<file path="config.mk">
export PLATFORM = sky130hd
export DESIGN_NAME = fetch_sequencer
export DESIGN_NICKNAME = d
export VERILOG_FILES = /design/src/rtl/fetch_sequencer.sv
export SDC_FILE = /design/constraint.sdc
export NUM_CORES = 1
export LEC_CHECK = 0
export ABC_AREA = 1
export CELL_PAD_IN_SITES_DETAIL_PLACEMENT = 0
export CELL_PAD_IN_SITES_GLOBAL_PLACEMENT = 1
export CORE_ASPECT_RATIO = 1.25
export CORE_MARGIN = 8
export CORE_UTILIZATION = 32
export CTS_CLUSTER_SIZE = 24
export DETAILED_ROUTE_END_ITERATION = 16
export PLACE_DENSITY = 0.85
export SLEW_MARGIN = 20
export SYNTH_ARGS = -nofsm -noshare
export SYNTH_HDL_FRONTEND = slang
export SYNTH_SLANG_ARGS = --single-unit
</file>
<file path="constraint.sdc">
create_clock -name clk -period 2.59 [get_ports clk]
set_input_delay 0.518 -clock clk [delete_from_list [all_inputs] [get_ports clk]]
set_output_delay 0.518 -clock clk [all_outputs]
set_load 0.005 [all_outputs]
</file>
<file path="src/rtl/fetch_sequencer.sv">
// Fetch PC sequencer: picks sequential advance or a forced PC each cycle and mirrors the fetch PC.
// Optional FETCH_PERF_CNT_EN adds saturating stall/halt-cycle and redirect counters.
module fetch_sequencer #(
   parameter int PC_W         = 8,
   parameter int PC_STEP      = 4,
   parameter int RESET_PC     = 0,
   parameter int FLUSH_CYCLES = 2
) (
   input  logic            clk,
   input  logic            reset,
   input  logic            stall,
   input  logic            branch_taken,
   input  logic [PC_W-1:0] branch_target,
   input  logic            halt_req,
   input  logic            resume,
   output logic            pcWrEn,
   output logic [PC_W-1:0] newPc,
   output logic            fetch_valid,
   output logic            if_id_flush,
   output logic            misalign,
   output logic [PC_W-1:0] pc_mirror,
   output logic [2:0]      state
`ifdef FETCH_PERF_CNT_EN
   ,
   output logic [15:0]     stall_cnt,
   output logic [15:0]     redirect_cnt
`endif
);

   typedef enum logic [2:0] {
      S_BOOT  = 3'd0,
      S_RUN   = 3'd1,
      S_STALL = 3'd2,
      S_FLUSH = 3'd3,
      S_HALT  = 3'd4
   } state_e;

   localparam logic [PC_W-1:0] STEP     = PC_W'(PC_STEP);
   localparam logic [PC_W-1:0] LOW_MASK = PC_W'(PC_STEP - 1);
   localparam logic [PC_W-1:0] RST_PC   = PC_W'(RESET_PC);
   localparam logic [3:0]      CNT_INIT = 4'(FLUSH_CYCLES - 1);

   state_e          state_q, state_d;
   logic [PC_W-1:0] pc_q, pc_d;
   logic [3:0]      cnt_q, cnt_d;

   always_comb begin
      pcWrEn      = 1'b1;
      newPc       = pc_q;
      fetch_valid = 1'b0;
      if_id_flush = 1'b0;
      misalign    = 1'b0;
      state_d     = state_q;
      cnt_d       = cnt_q;
      case (state_q)
         S_BOOT: state_d = S_RUN;
         S_RUN, S_STALL: begin
            if (branch_taken) begin
               newPc       = branch_target & ~LOW_MASK;
               if_id_flush = 1'b1;
               misalign    = |(branch_target & LOW_MASK);
               if (FLUSH_CYCLES == 1) begin
                  state_d = S_RUN;
               end else begin
                  state_d = S_FLUSH;
                  cnt_d   = CNT_INIT;
               end
            end else if (halt_req) begin
               state_d = S_HALT;
            end else if (stall) begin
               state_d = S_STALL;
            end else begin
               pcWrEn      = 1'b0;
               fetch_valid = 1'b1;
               state_d     = S_RUN;
            end
         end
         // Requests are deliberately dropped while bubbles drain; a level halt_req is seen on return to RUN.
         S_FLUSH: begin
            cnt_d = cnt_q - 4'd1;
            if (cnt_q <= 4'd1) state_d = S_RUN;
         end
         S_HALT: if (resume) state_d = S_RUN;
         default: state_d = S_BOOT;
      endcase
      pc_d = pcWrEn ? newPc : pc_q + STEP;
   end

   always_ff @(posedge clk or negedge reset) begin
      if (!reset) begin
         state_q <= S_BOOT;
         pc_q    <= RST_PC;
         cnt_q   <= 4'd0;
      end else begin
         state_q <= state_d;
         pc_q    <= pc_d;
         cnt_q   <= cnt_d;
      end
   end

   assign pc_mirror = pc_q;
   assign state     = state_q;

`ifdef FETCH_PERF_CNT_EN
   logic [15:0] stall_cnt_q, redirect_cnt_q;

   always_ff @(posedge clk or negedge reset) begin
      if (!reset) begin
         stall_cnt_q    <= 16'd0;
         redirect_cnt_q <= 16'd0;
      end else begin
         if ((state_q == S_STALL || state_q == S_HALT) && stall_cnt_q != 16'hFFFF)
            stall_cnt_q <= stall_cnt_q + 16'd1;
         if (if_id_flush && redirect_cnt_q != 16'hFFFF)
            redirect_cnt_q <= redirect_cnt_q + 16'd1;
      end
   end

   assign stall_cnt    = stall_cnt_q;
   assign redirect_cnt = redirect_cnt_q;
`endif

endmodule

</file>
==> metrics.md <==
| Metric | Value |
|---|---|
| Hold wc startpoint | `cnt_q[1]` |
| Critical path arrival | `1.91 ns` |
| Relative slew slack | `52.83%` |
| Achievable Freq | `0.4121 GHz` |
| R2R setup slack | `1.24 ns` |
| Post-CTS Repair Setup Buffers | `0` |
| Largest net degree at the start of global routing | `16` |
| Top-level I/O count | `37` |
| Max-slew violation count | `0` |
| Worst ir drop on vdd | `0.5159 mV` |
| Fillers | `311` |
| First-pass GRT wire length | `5147 um` |
| Max-cap viol count | `0` |
| Setup crit start kind | `input pin` |
| Worst skew pair latency | `0.26 ns` |
| CTS tree | `done` |
| Initial core utilization | `32.71%` |
| Reg2Reg Depth | `7` |
| Synthesized flop and latch total | `15` |
| Core box area | `3137 um^2` |
| CP required | `2.07 ns` |
| Most common library cells after synthesis | `67 x nand2_1, 15 x dfrtp_1, 14 x nor2_1` |
| N_diodes | `0` |
| YS warnings | `0` |
| PD cells | `1087 nW/um^2` |
| Synth-to-Final Area Change | `46.46%` |
| Final wirelength | `2971 um` |
| Total congestion overflow | `0` |
| Row count | `23` |
| Post-synth net total | `166` |
| WL per Instance | `12.97 um` |
| Final hold vios | `0` |
| Clock Tree Buf Depth | `2` |
| Min-delay worst type | `reg -> reg` |
| Critical path fanouts, max | `7` |
| Share of layout cells above drive strength 1 | `10.94%` |
| Minimum clock period | `2.427 ns` |
| DR pass1 iterations | `4` |
| Resized cells post-CTS | `0` |
| Hpwl dp | `2280 um` |
| Synth area leader | `dfrtp_1` |
| Period utilisation layout | `93.69%` |
| Antenna violations before repair | `0` |
| Syn Inst Count | `149` |
| Critical Path Source | `halt_req` |
| Routed Antenna Nets | `0` |
| Worst Hold Endpoint | `cnt_q[1]` |
| Worst-Margin Slew | `0.7053 ns` |
| Final core occ | `47.91%` |
| Worst Path Class, Setup | `in -> out` |
| Asr flop ratio synth | `100.0%` |
| Vias per cell | `4.603` |
| Top_reg_cell synth | `dfrtp_1` |
| I/O Buffers | `36` |
| Die height | `79.31 um` |
| First DRT Iteration DRCs | `42` |
| Post-synth EDFFs | `0` |
| Reg2reg end | `cnt_q[0]` |
| Status | `finished clean` |
| DRC | `0` |
| LEAKAGE | `0.7745 nW` |
| Top cells by area, synth | `dfrtp_1 37%, nand2_1 25%, nand3_1 6.3%` |
| RSZ-0062 raised after global routing | `no` |
| Worst r2r src | `state[1]` |
| GRT Overall Usage | `12.49%` |
| GPL Wtd Cong | `0.7574` |
| Crit. End Element | `primary output` |
| Sink Count | `15` |
| Hold depth | `2` |
| Total negative slack | `0 ns` |
| Synth top area share | `36.59%` |
| Htree depth | `1` |
| Die width | `66.65 um` |
| DIE AREA | `5285 um^2` |
| Root buf cell | `clkbuf_8` |
| CTS buffer count | `3` |
| Seq/Total Area, Yosys | `36.59%` |
| Avg Cell Area, Syn | `6.886 um^2` |
| Synth cell types | `24` |
| Clk slew on worst S/H paths | `0.07 ns` |
| Post-Syn Area | `1026 um^2` |
| Count leader, synth | `nand2_1` |
| Post-Route Skew | `0.009444 ns` |
| CTS Hold Bufs | `0` |
| Nets | `210` |
| Via count | `1,054` |
| Setup violators final | `0` |
| Vias in the first global route | `1,102` |
==> worst max-delay path: stages <==
cell and delay (ns):
clkdlybuf4s50_1 0.47, nor2_1 0.16, nand2_2 0.11, nor2_8 0.14, inv_4 0.06, clkdlybuf4s50_1 0.45
==> worst max path at each step <==
stage,end,slack (ns),cells past startpoint
detailed placement,newPc[7],0.09,7
finish,pcWrEn,0.16,6
CTS,newPc[7],0.08,7
global route,newPc[0],0.06,6
floorplan,pcWrEn,1.01,5
global placement,newPc[3],0.07,7
==> cells in the final DEF, fill, tap and decap left out, types with 2 or more instances in the layout <==
master and n:
inv_4 2, inv_1 12, nor2_1 14, ha_1 3
dfrtp_1 15, inv_2 2, clkbuf_8 3, o21ai_0 4
nand2_1 67, nand2_2 2, nor2_4 2, nand3_1 13
buf_4 4, clkdlybuf4s50_1 35
==> layer usage <==
metal  share of wire (%)  GRT usage (%)  vias up
li1                    -              -      547
met1                  44          14.42      470
met2                  48          20.13       32
met3                 6.3          3.094        5
met4                 2.4          7.281        0
met5                   0              0        -
==> area by class of cell <==
class / instances / area (um^2) / share of cell area, %
Multi-Input combinational cell: 117 / 576.8 / 38.38
Timing Repair Buffer: 40 / 392.9 / 26.14
Sequential cell: 15 / 375.4 / 24.98
Inverter: 16 / 65.06 / 4.330
Tap cell: 37 / 46.29 / 3.081
Clock buffer: 3 / 41.29 / 2.748
Clock inverter: 1 / 5.005 / 0.3331
==> sequential cells by signal, summed over array words and instances, names as in the netlist <==
name	flops
cnt_q	4
pc_mirror	8
state	3
==> cell families after synthesis <==
logic type | share of synthesized area, %
xor gates and xnor gates | 1.708
DFF | 36.59
buffers and inverters | 7.195
AOI/OAI and AO/OA | 2.683
and+or+nand+nor | 48.17
adders and majority gates | 3.659
==> power breakdown <==
| group | switching, mW | internal, mW | leakage [nW] |
|---|---|---|---|
| logic | 0.506 | 0.481 | 0.558 |
| registers | 0.124 | 0.326 | 0.191 |
| clock network | 0.0901 | 0.107 | 0.0255 |
==> per-stage QoR <==
step           worst slack [ns]  hold slack [ns]  instance area (um^2)  instances  total power [mW]
4_1_cts                 0.08142           0.5098                  1498        229             1.657
3_3_place_gp            0.07496           0.4867                  1451        225             1.437
6_report                 0.1634           0.5040                  1503        229             1.634
3_5_place_dp            0.08737           0.4935                  1451        225             1.449
2_1_floorplan             1.008           0.2224                  1026        149            0.9670
5_1_grt                 0.06167           0.5514                  1503        229             1.803
Note: power is estimated with default switching activity, not from simulation.
